File: src/rtl/llc_rst_flush_seq_if.sv
// llc_rst_flush_seq_if: control/handshake bundle between the LLC reset/flush
// sequencer (master) and the tag array, stall registers and set counter (slave).
interface llc_rst_flush_seq_if #(
    parameter int N_SETS = 1024,
    parameter int N_WAYS = 16
);
    localparam int SB = $clog2(N_SETS);
    localparam int WB = $clog2(N_WAYS);

    logic                  rst_state;
    logic                  flush_req;
    logic [SB-1:0]         cur_set;
    logic                  clr_rst_flush_stalled_set;
    logic                  incr_rst_flush_stalled_set;
    logic                  update_en;
    logic                  clr_rst_stall;
    logic                  set_flush_stall;
    logic                  clr_flush_stall;
    logic                  tag_wr_valid;
    logic                  tag_wr_ready;
    logic                  rd_set_valid;
    logic                  rd_set_ready;
    logic [2*N_WAYS-1:0]   states_in;
    logic                  wb_valid;
    logic                  wb_ready;
    logic [SB-1:0]         wb_set;
    logic [WB-1:0]         wb_way;
    logic                  busy;

    modport master (
        input  rst_state, flush_req, cur_set, tag_wr_ready, rd_set_ready,
               states_in, wb_ready,
        output clr_rst_flush_stalled_set, incr_rst_flush_stalled_set, update_en,
               clr_rst_stall, set_flush_stall, clr_flush_stall,
               tag_wr_valid, rd_set_valid, wb_valid, wb_set, wb_way, busy
    );

    modport slave (
        output rst_state, flush_req, cur_set, tag_wr_ready, rd_set_ready,
               states_in, wb_ready,
        input  clr_rst_flush_stalled_set, incr_rst_flush_stalled_set, update_en,
               clr_rst_stall, set_flush_stall, clr_flush_stall,
               tag_wr_valid, rd_set_valid, wb_valid, wb_set, wb_way, busy
    );
endinterface

File: src/rtl/llc_rst_flush_seq.sv
// llc_rst_flush_seq: LLC tag reset sweep and dirty-line flush sequencer.
// The flush path (FL_* states) is built only when LLC_FLUSH_EN is defined.
module llc_rst_flush_seq #(
    parameter int N_SETS = 1024,
    parameter int N_WAYS = 16
) (
    input  logic                clk,
    input  logic                rst,
    llc_rst_flush_seq_if.master bus
);
    localparam int SB = $clog2(N_SETS);
    localparam int WB = $clog2(N_WAYS);
    localparam logic [SB-1:0] LAST_SET = SB'(N_SETS - 1);

    typedef enum logic [2:0] {
        IDLE    = 3'd0,
        RST_WR  = 3'd1,
        FL_RD   = 3'd2,
        FL_CAP  = 3'd3,
        FL_SCAN = 3'd4,
        FL_WB   = 3'd5
    } state_t;

    state_t        state_q, state_d;
    logic          last_set;
    logic          clr_cnt, incr, clr_rst_stall, set_fstall, clr_fstall;
    logic          tag_wr_valid, rd_set_valid, wb_valid;
    logic [SB-1:0] wb_set;
    logic [WB-1:0] wb_way;

    assign last_set = (bus.cur_set == LAST_SET);

`ifdef LLC_FLUSH_EN
    logic [N_WAYS-1:0] mask_q, mask_d, dirty_pend;
    logic [WB-1:0]     way_q, way_d, low_way;

    for (genvar gi = 0; gi < N_WAYS; gi++) begin : g_pend
        assign dirty_pend[gi] = bus.states_in[2*gi] & bus.states_in[2*gi+1];
    end

    // Lowest pending way wins, so writebacks within a set go in ascending order.
    always_comb begin
        low_way = '0;
        for (int w = N_WAYS - 1; w >= 0; w--) begin
            if (mask_q[w]) low_way = WB'(w);
        end
    end

    always_comb begin
        mask_d = mask_q;
        way_d  = way_q;
        if (bus.rst_state) begin
            mask_d = '0;
        end else begin
            case (state_q)
                FL_CAP:  mask_d = dirty_pend;
                FL_SCAN: way_d  = low_way;
                FL_WB:   if (bus.wb_ready) mask_d[way_q] = 1'b0;
                default: ;
            endcase
        end
    end

    always_ff @(posedge clk or negedge rst) begin
        if (!rst) begin
            mask_q <= '0;
            way_q  <= '0;
        end else begin
            mask_q <= mask_d;
            way_q  <= way_d;
        end
    end
`else
    logic unused_flush_inputs;
    assign unused_flush_inputs = ^{bus.flush_req, bus.rd_set_ready, bus.states_in, bus.wb_ready};
`endif

    always_ff @(posedge clk or negedge rst) begin
        if (!rst) state_q <= IDLE;
        else      state_q <= state_d;
    end

    always_comb begin
        state_d = state_q;
        if (bus.rst_state) begin
            state_d = RST_WR;
        end else begin
            case (state_q)
                IDLE: begin
`ifdef LLC_FLUSH_EN
                    if (bus.flush_req) state_d = FL_RD;
`endif
                end
                RST_WR:  if (bus.tag_wr_ready && last_set) state_d = IDLE;
`ifdef LLC_FLUSH_EN
                FL_RD:   if (bus.rd_set_ready) state_d = FL_CAP;
                FL_CAP:  state_d = FL_SCAN;
                FL_SCAN: begin
                    if (mask_q != '0)  state_d = FL_WB;
                    else if (last_set) state_d = IDLE;
                    else               state_d = FL_RD;
                end
                FL_WB:   if (bus.wb_ready) state_d = FL_SCAN;
`endif
                default: state_d = IDLE;
            endcase
        end
    end

    // Counter controls are Mealy so the external counter advances on the same
    // edge as the handshake and cur_set is already correct for the next request.
    always_comb begin
        clr_cnt       = 1'b0;
        incr          = 1'b0;
        clr_rst_stall = 1'b0;
        set_fstall    = 1'b0;
        clr_fstall    = 1'b0;
        tag_wr_valid  = 1'b0;
        rd_set_valid  = 1'b0;
        wb_valid      = 1'b0;
        wb_set        = '0;
        wb_way        = '0;
        if (!rst) begin
            clr_cnt = 1'b0;
        end else if (bus.rst_state) begin
            clr_cnt = 1'b1;
        end else begin
            case (state_q)
                IDLE: begin
`ifdef LLC_FLUSH_EN
                    if (bus.flush_req) begin
                        set_fstall = 1'b1;
                        clr_cnt    = 1'b1;
                    end
`endif
                end
                RST_WR: begin
                    tag_wr_valid = 1'b1;
                    if (bus.tag_wr_ready) begin
                        if (last_set) begin
                            clr_rst_stall = 1'b1;
                            clr_cnt       = 1'b1;
                        end else begin
                            incr = 1'b1;
                        end
                    end
                end
`ifdef LLC_FLUSH_EN
                FL_RD: rd_set_valid = 1'b1;
                FL_SCAN: begin
                    if (mask_q == '0) begin
                        if (last_set) begin
                            clr_fstall = 1'b1;
                            clr_cnt    = 1'b1;
                        end else begin
                            incr = 1'b1;
                        end
                    end
                end
                FL_WB: begin
                    wb_valid = 1'b1;
                    wb_set   = bus.cur_set;
                    wb_way   = way_q;
                end
`endif
                default: ;
            endcase
        end
    end

    assign bus.clr_rst_flush_stalled_set  = clr_cnt;
    assign bus.incr_rst_flush_stalled_set = incr;
    assign bus.update_en                  = incr;
    assign bus.clr_rst_stall              = clr_rst_stall;
    assign bus.set_flush_stall            = set_fstall;
    assign bus.clr_flush_stall            = clr_fstall;
    assign bus.tag_wr_valid               = tag_wr_valid;
    assign bus.rd_set_valid               = rd_set_valid;
    assign bus.wb_valid                   = wb_valid;
    assign bus.wb_set                     = wb_set;
    assign bus.wb_way                     = wb_way;
    assign bus.busy                       = (state_q != IDLE);
endmodule

File: src/flat_wrapper.sv
// flat-port wrapper written by rule: the top's interface ports become plain ports
module llc_rst_flush_seq_flat 
#(
    parameter int N_SETS = 1024,
    parameter int N_WAYS = 16
)
  (clk, rst, bus_rst_state, bus_flush_req, bus_cur_set, bus_tag_wr_ready, bus_rd_set_ready, bus_states_in, bus_wb_ready, bus_clr_rst_flush_stalled_set, bus_incr_rst_flush_stalled_set, bus_update_en, bus_clr_rst_stall, bus_set_flush_stall, bus_clr_flush_stall, bus_tag_wr_valid, bus_rd_set_valid, bus_wb_valid, bus_wb_set, bus_wb_way, bus_busy);
  llc_rst_flush_seq_if #(.N_SETS(N_SETS), .N_WAYS(N_WAYS)) bus_i ();
  input  logic clk;
  input  logic rst;
  input wire logic [$bits(bus_i.rst_state)-1:0] bus_rst_state;
  input wire logic [$bits(bus_i.flush_req)-1:0] bus_flush_req;
  input wire logic [$bits(bus_i.cur_set)-1:0] bus_cur_set;
  input wire logic [$bits(bus_i.tag_wr_ready)-1:0] bus_tag_wr_ready;
  input wire logic [$bits(bus_i.rd_set_ready)-1:0] bus_rd_set_ready;
  input wire logic [$bits(bus_i.states_in)-1:0] bus_states_in;
  input wire logic [$bits(bus_i.wb_ready)-1:0] bus_wb_ready;
  output wire logic [$bits(bus_i.clr_rst_flush_stalled_set)-1:0] bus_clr_rst_flush_stalled_set;
  output wire logic [$bits(bus_i.incr_rst_flush_stalled_set)-1:0] bus_incr_rst_flush_stalled_set;
  output wire logic [$bits(bus_i.update_en)-1:0] bus_update_en;
  output wire logic [$bits(bus_i.clr_rst_stall)-1:0] bus_clr_rst_stall;
  output wire logic [$bits(bus_i.set_flush_stall)-1:0] bus_set_flush_stall;
  output wire logic [$bits(bus_i.clr_flush_stall)-1:0] bus_clr_flush_stall;
  output wire logic [$bits(bus_i.tag_wr_valid)-1:0] bus_tag_wr_valid;
  output wire logic [$bits(bus_i.rd_set_valid)-1:0] bus_rd_set_valid;
  output wire logic [$bits(bus_i.wb_valid)-1:0] bus_wb_valid;
  output wire logic [$bits(bus_i.wb_set)-1:0] bus_wb_set;
  output wire logic [$bits(bus_i.wb_way)-1:0] bus_wb_way;
  output wire logic [$bits(bus_i.busy)-1:0] bus_busy;
  assign bus_i.rst_state = bus_rst_state;
  assign bus_i.flush_req = bus_flush_req;
  assign bus_i.cur_set = bus_cur_set;
  assign bus_i.tag_wr_ready = bus_tag_wr_ready;
  assign bus_i.rd_set_ready = bus_rd_set_ready;
  assign bus_i.states_in = bus_states_in;
  assign bus_i.wb_ready = bus_wb_ready;
  assign bus_clr_rst_flush_stalled_set = bus_i.clr_rst_flush_stalled_set;
  assign bus_incr_rst_flush_stalled_set = bus_i.incr_rst_flush_stalled_set;
  assign bus_update_en = bus_i.update_en;
  assign bus_clr_rst_stall = bus_i.clr_rst_stall;
  assign bus_set_flush_stall = bus_i.set_flush_stall;
  assign bus_clr_flush_stall = bus_i.clr_flush_stall;
  assign bus_tag_wr_valid = bus_i.tag_wr_valid;
  assign bus_rd_set_valid = bus_i.rd_set_valid;
  assign bus_wb_valid = bus_i.wb_valid;
  assign bus_wb_set = bus_i.wb_set;
  assign bus_wb_way = bus_i.wb_way;
  assign bus_busy = bus_i.busy;
  llc_rst_flush_seq #(.N_SETS(N_SETS), .N_WAYS(N_WAYS)) u_core (.clk(clk), .rst(rst), .bus(bus_i));
endmodule
File: config.mk
export PLATFORM = sky130hd
export DESIGN_NAME = llc_rst_flush_seq_flat
export DESIGN_NICKNAME = d
export VERILOG_FILES = /design/src/rtl/llc_rst_flush_seq_if.sv /design/src/rtl/llc_rst_flush_seq.sv /design/src/flat_wrapper.sv
export SDC_FILE = /design/constraint.sdc
export NUM_CORES = 1
export LEC_CHECK = 0
export CAP_MARGIN = 20
export CORE_UTILIZATION = 14
export DETAILED_ROUTE_END_ITERATION = 7
export GPL_ROUTABILITY_DRIVEN = 0
export PLACE_DENSITY = 0.78
export SYNTH_ARGS = -nofsm -noshare
export SYNTH_HDL_FRONTEND = slang
export SYNTH_SLANG_ARGS = --single-unit
File: constraint.sdc
create_clock -name clk -period 1.42 [get_ports clk]
set_clock_uncertainty 0.1 [all_clocks]
set_input_delay 0.284 -clock clk [delete_from_list [all_inputs] [get_ports clk]]
set_output_delay 0.284 -clock clk [all_outputs]
set_load 0.005 [all_outputs]
# --- Yosys cells after proc, flatten, opt, wreduce, memory -nomap -nowiden ---
# Cells that the tools add are included.
totals:
  ff_bits: 3
  input_bits: 49
  output_inout_bits: 24
classes:
  n_eq_ne: 4
  muxes: 18
  reduce_logical: 4
ops:
  columns: ["operator", "n"]
  rows:
  - ["$mux W1", 15]
  - ["$eq A10 B10 Y1 const B", 1]
  - ["$mux W3", 2]
  - ["$pmux W3 S2", 1]
  - ["$eq A3 B1 Y1 const B", 1]
  - ["$logic_not A3 Y1", 1]
  - ["$ne A3 B2 Y1 const B", 1]
  - ["$reduce_bool A3 Y1", 1]
  - ["$ne A2 B2 Y1 const B", 1]
  - ["$reduce_and A2 Y1", 1]
  - ["$logic_and A1 B1 Y1", 1]

# --- Depth between registers and ports, before layout ---
# Gate-level depths: netlist of the first run.
depth:
  ltp_word: 6
  depth_mapped: 4

# --- Worst setup path after synthesis of the first run ---
# OpenSTA, ideal clock, no wires.
synth_path:
  kind: "register to output"
  startpoint: "register u_core.state_q[0]"
  endpoint: "output bus_update_en"
  t_arrival_ns: 0.937
  required_time_ns: 1.036
  path_slack_ns: 0.099
  path_stages_with_launch: 5
  n_path_buf: 1
  cell_sequence: "dfrtp_1 and3b_1 nand2_1 a21oi_1 buf_4"
synth_between:
  elab_chain_cells: 4
synth_rtl:
  columns: ["item", "line", "rtl"]
  rows:
  - ["start: declaration", "llc_rst_flush_seq.sv:24", "state_t state_q, state_d;"]
  - ["start signal: assignment", "llc_rst_flush_seq.sv:80", "else state_q <= state_d;"]
  - ["$eq A3 B1 Y1", "llc_rst_flush_seq.sv:128", "case (state_q)"]
  - ["$mux W1", "llc_rst_flush_seq.sv:128", null]
  - ["$mux W1", "llc_rst_flush_seq.sv:125", "end else if (bus.rst_state) begin"]
  - ["$mux W1", "llc_rst_flush_seq.sv:123", "if (!rst) begin"]
  - ["end: declaration", "flat_wrapper.sv:20", "output wire logic [$bits(bus_i.update_en)-1:0] bus_update_en;"]
# No other way between the ends.

# --- Worst setup path after layout of the first run ---
layout_path:
  startpoint: "input bus_rst_state"
  endpoint: "output bus_update_en"
layout_between:
  elab_chain_cells: 2
layout_rtl:
  columns: ["item", "line", "rtl"]
  rows:
  - ["start: declaration", "flat_wrapper.sv:11", "input wire logic [$bits(bus_i.rst_state)-1:0] bus_rst_state;"]
  - ["$mux W1", "llc_rst_flush_seq.sv:125", null]
  - ["$mux W1", "llc_rst_flush_seq.sv:123", null]
# No other way between the ends.

==> impl_metrics.env, run 1 <==
export IMPL_outcome="complete, no violations"
export IMPL_utilization=0.2841
export IMPL_drt_first_iter_violations=1
export IMPL_synth_most_common_cell="buf_4"
export IMPL_dp_slack_ps=-745.4
export IMPL_initial_core_util=0.1586
export IMPL_dr_pass1_iters=2
export IMPL_path_cells="buf_6, and3b_2, buf_6, nand2_4, a21oi_2, buf_2"
export IMPL_vias=280
export IMPL_grt_busiest_layer="met2"
export IMPL_setup_ws_ps=14.88
export IMPL_p_leak_nw=0.2505
export IMPL_yosysWarnings=0
export IMPL_end_kind="primary output"
export IMPL_grtUsageTotal=0.06511
export IMPL_fp_dieArea_sq_um=1979
export IMPL_fin_crit_sh=0.9895
export IMPL_tns_ps=0
export IMPL_top_regs="u_core.state_q (1)"
export IMPL_wl_per_cell_um=8.381
export IMPL_die_w_um=44.49
export IMPL_grt_start_max_net_pins=5
export IMPL_rsz0062_at_grt="yes"
export IMPL_grt_pass1_vias=261
export IMPL_maxSlewViolCount=0
export IMPL_synth_top_area_cell="buf_4"
export IMPL_yosys_top_cells_count="buf_4 (19), and4_1 (2), nand2_1 (2), nor2_1 (2)"
export IMPL_met2_usage=0.1500
export IMPL_max_flop_register="u_core.state_q"
export IMPL_ios=73
export IMPL_grt_use_met3=0.02449
export IMPL_viasPerCell=3.333
export IMPL_synthSimpleGateAreaFrac=0.2129
export IMPL_chipHeight_um=44.49
export IMPL_finalSetupViolCount=0
export IMPL_async_flop_share=1.000
export IMPL_port_buffers=19
export IMPL_fmax_mhz=711.7
export IMPL_power_density_nw_per_um2=234.0
export IMPL_synth_seq_cells=1
export IMPL_wl_um=704
export IMPL_timing_max_cap_violations=0
export IMPL_regArea_sq_um=25.02
export IMPL_arrival_ps=1020
export IMPL_placementRows=14
export IMPL_max_vdd_ir_drop_uv=68.37
export IMPL_core_area_sq_um=1594
export IMPL_fillCellCount=179
export IMPL_met1_usage=0.04600
export IMPL_syn_inst=34
export IMPL_drive_gt1_frac=0.3833
export IMPL_synth_top_area_frac=0.5644
export IMPL_final_antenna_net_count=0
export IMPL_synth_top_family_by_area="buffers and inverters"
export IMPL_dp_cells=78
export IMPL_cpMostUsedCell="buf_6"
export IMPL_critical_path_required_ps=1040
export IMPL_synth_area_mux_share=0
export IMPL_synth_cell_types=13
export IMPL_multiInputGateArea_sq_um=162.7
export IMPL_start_kind="primary input"
export IMPL_largest_reg_flops=1
export IMPL_synthAdderAreaFrac=0
export IMPL_seq_area_frac_synth=0.09901
export IMPL_postSynthAreaPerCell_sq_um=7.434
export IMPL_critPathSlowestCell="and3b_2"
export IMPL_path_clk_slew_ps=0
export IMPL_holdBufCountCts=0
export IMPL_reg2reg_depth=2
export IMPL_hold_class="primary input to async pin"
export IMPL_antenna_found_initial=0
export IMPL_critPathKind="primary input to primary output"
export IMPL_final_hold_violation_count=0
export IMPL_slowest_delay_ps=260
export IMPL_grt_first_pass_wirelength_mm=1.000
export IMPL_ys_flop_type="dfrtp_1"
export IMPL_synthXorXnorAreaFrac=0
export IMPL_synth_compound_area_frac=0.09406
export IMPL_overflow=0
export IMPL_final_cells=84
export IMPL_hpwl_um=504.4
export IMPL_num_nets_final=111
export IMPL_n_antenna_cell=0
export IMPL_clk_latency_ps=0
export IMPL_period_minus_slack_ps=1405
export IMPL_yosys_top_cells_area="buf_4 (56%), dfrtp_1 (9.9%), and4_1 (6.9%)"
export IMPL_synth_edf_count=0
export IMPL_area_delta_synth_final_pct=79.21
export IMPL_route_detailed_drc=0
export IMPL_syn_area_sq_um=252.7
export IMPL_critPathMaxFanout=2
[logic make-up after synthesis]
group | after synthesis
buffers and inverters | 20
AOI/OAI and AO/OA | 3
and+or+nand+nor | 9
DFF | 1
other | 1
[layout make-up]
| class | count | share of cell area |
|---|---|---|
| timing repair buffer | 28 | 0.5111 |
| multi-input combinational | 30 | 0.3591 |
| tap | 24 | 0.06630 |
| sequential | 1 | 0.05525 |
| inverter | 1 | 0.008287 |
[cells in the final DEF, fill, tap and decap left out]
master           count
nand4_1              1
a41oi_1              1
clkdlybuf4s15_1      8
nand2_4              1
buf_6                4
nor2_1               1
and4_1               1
clkdlybuf4s50_1      1
conb_1              18
buf_2                4
clkbuf_2             3
nor2_2               1
a32o_1               1
and4_4               1
inv_1                1
and3_1               1
dfrtp_1              1
buf_4                7
nand2_1              1
and3b_2              1
dlygate4sd2_1        1
a21oi_2              1
[repair_timing]
action	4_1_cts	5_1_grt
pin swaps	8	7
buffers inserted	5	1
gates resized for setup	48	12
setup endpoints to repair	6	4
[per-layer routing]
layer	share of wire	vias to the layer above
met2	0.56	23
met4	0	0
met5	0	-
li1	-	130
met3	0.11	0
met1	0.33	127
[worst max-delay path: cells and delay by family]
family / cells / cell delay (ps)
compound gates: 1 / 110
buf+inv: 3 / 330
simple gates: 2 / 300
[power breakdown]
group | switching [mW] | internal (mW)
Clock | 0 | 0
Sequential | 0.0000190 | 0.0290
Combinational | 0.0326 | 0.0443
[per-stage QoR]
step	power, mW	area (sq um)	hold WS (ps)
2_1_floorplan	0.08609	316.6	-111.6
3_3_place_gp	0.1009	416.7	469.7
3_5_place_dp	0.1025	416.7	490.0
4_1_cts	0.09572	430.4	78.30
5_1_grt	0.1138	452.9	63.44
6_report	0.1060	452.9	54.97
[worst paths after layout]
| kind | to | slack (ps) | startpoint |
|---|---|---|---|
| max in group asynchronous | u_core.state_q[0] | 1080 | rst |
| min in group clk | u_core.state_q[0] | 490 | bus_tag_wr_ready |
| worst min-delay path | u_core.state_q[0] | 50 | rst |
| worst min register to register | u_core.state_q[0] | 530 | u_core.state_q[0] |
| worst max-delay path | bus_update_en | 10 | bus_rst_state |
| worst max register to register | u_core.state_q[0] | 600 | u_core.state_q[0] |
Power figures use the tool's default switching activity.
==> inputs of run 2 (changes only) <==
Settings changed: CORE_MARGIN set to 5.
==> run 2 against run 1 <==
  * Critical path depth did not move
  * First-iteration DRC count increased to 3.0 times the previous value
  * Flip-flop and latch count is the same
  * Largest power group unchanged
  * Sequential share of layout area grew 0.37 points
  * Worst hold slack improved by 23 ps
  * Final area decreased by 6.4%
  * Power shrank 5.2%
  * Setup slack improved by 31 ps
  * Via count grew 0.36%
  * Utilization decreased by 3.8 points
  * Sequential power about the same
  * Combinational power is 7.0% lower
==> impl_metrics.env, run 2 (synthesis results as in run 1) <==
export IMPL_vias=281
export IMPL_start_kind="primary input"
export IMPL_power_density_nw_per_um2=236.9
export IMPL_hold_class="primary input to async pin"
export IMPL_p_switching_mw=0.03328
export IMPL_ios=73
export IMPL_holdBufCountCts=0
export IMPL_viasPerCell=3.306
export IMPL_period_minus_slack_ps=1374
export IMPL_finalSetupViolCount=0
export IMPL_p_seq_frac=0.289
export IMPL_top_regs="u_core.state_q (1)"
export IMPL_tns_ps=0
export IMPL_drt_first_iter_violations=3
export IMPL_wl_per_cell_um=10.16
export IMPL_area_delta_synth_final_pct=67.82
export IMPL_core_area_sq_um=1727
export IMPL_hpwl_um=716.9
export IMPL_utilization=0.2457
export IMPL_critPathMaxFanout=3
export IMPL_route_detailed_drc=0
export IMPL_grt_start_max_net_pins=5
export IMPL_path_clk_slew_ps=0
export IMPL_final_cell_mix="conb_1 (18), buf_2 (10), buf_4 (7)"
export IMPL_fmax_mhz=727.6
export IMPL_critPathBufInv=3
export IMPL_wl_met2_um=455
export IMPL_initial_core_util=0.1464
export IMPL_num_nets_final=111
export IMPL_overflow=0
export IMPL_placementRows=15
export IMPL_wl_met1_um=221
export IMPL_chipHeight_um=52.49
export IMPL_crit_family="buffers and inverters"
export IMPL_wl_um=864
export IMPL_outcome="complete, no violations"
export IMPL_fin_crit_sh=0.9679
export IMPL_end_kind="primary output"
export IMPL_arrival_ps=990
export IMPL_dr_max_layer_used="met4"
export IMPL_combPwrFrac=0.711
export IMPL_clk_latency_ps=0
export IMPL_swShare=0.3311
export IMPL_slowest_delay_ps=210
export IMPL_max_vdd_ir_drop_uv=104.5
export IMPL_critPathKind="primary input to primary output"
export IMPL_final_common_cell="conb_1"
export IMPL_setup_ws_ps=45.55
export IMPL_grt_pass1_vias=277
export IMPL_port_buffers=19
export IMPL_timing_max_cap_violations=0
export IMPL_grt_first_pass_wirelength_mm=1.152
export IMPL_n_antenna_cell=0
export IMPL_antenna_found_initial=0
export IMPL_wl_met3_um=141
export IMPL_final_antenna_net_count=0
export IMPL_largest_reg_flops=1
export IMPL_p_leak_nw=0.2419
export IMPL_internal_power_mw=0.06722
export IMPL_critPathSlowestCell="a32o_1"
export IMPL_die_w_um=52.49
export IMPL_rsz0062_at_grt="yes"
export IMPL_critical_path_required_ps=1040
export IMPL_path_cells="buf_6, nand4_1, nor2_2, buf_4, a32o_1, buf_2"
export IMPL_max_flop_register="u_core.state_q"
export IMPL_clkPwrFrac=0
export IMPL_grtUsageTotal=0.05516
export IMPL_dp_slack_ps=-729.4
export IMPL_final_hold_violation_count=0
export IMPL_drive_gt1_frac=0.5167
export IMPL_fp_dieArea_sq_um=2755
export IMPL_p_total_mw=0.1005
export IMPL_maxSlewViolCount=0
export IMPL_dr_pass1_iters=4
-- run 2: final timing paths --
check	from	end	slack [ps]	cells past startpoint
worst min-delay path	rst	u_core.state_q[0]	80	2
max in group asynchronous	rst	u_core.state_q[0]	1060	2
worst min register to register	u_core.state_q[0]	u_core.state_q[0]	480	2
min in group clk	bus_tag_wr_ready	u_core.state_q[0]	460	2
worst max-delay path	bus_cur_set[0]	bus_clr_rst_flush_stalled_set	50	6
worst max register to register	u_core.state_q[0]	u_core.state_q[0]	650	2
-- run 2: area by class of cell --
type	instances	area [sq um]
fill	206	1303
inverter	1	3.754
multi-input combinational	30	165.2
sequential	1	25.02
tap	25	31.28
timing repair buffer	28	198.9
-- run 2: repair_timing --
action	in CTS	in global routing
endpoints found under the setup margin	6	4
setup buffers	7	0
gates cloned	0	0
endpoints found under the hold margin	0	0
resized for setup	64	9
pin swaps	7	6
-- run 2: power groups by stage --
stage	logic, mW	clock network (mW)	registers, mW
4_1_cts	0.0699	0	0.0291
6_report	0.0715	0	0.0291
2_1_floorplan	0.0570	0	0.0291
3_3_place_gp	0.0745	0	0.0291
3_5_place_dp	0.0766	0	0.0291
5_1_grt	0.0791	0	0.0291
-- run 2: metal layers --
layer  vias up  track usage
met3         4      0.01709
met4         0      0.02979
met2        24       0.1136
met5         -            0
met1       123      0.04392
li1        130            -
-- run 2: stage by stage --
| step | hold WS, ps | instance area (sq um) | instances |
|---|---|---|---|
| floorplan | -111.6 | 316.6 | 51 |
| finish | 77.48 | 424.2 | 85 |
| CTS | 168.1 | 437.9 | 85 |
| global placement | 465.8 | 425.4 | 80 |
| global route | 94.39 | 424.2 | 85 |
| detailed placement | 483.5 | 425.4 | 80 |
==> inputs of run 3 (changes only) <==
Settings changed: CTS_CLUSTER_DIAMETER set to 30.
==> results of run 3 <==
The final DEF is identical to that of run 2; final timing and power are the same.
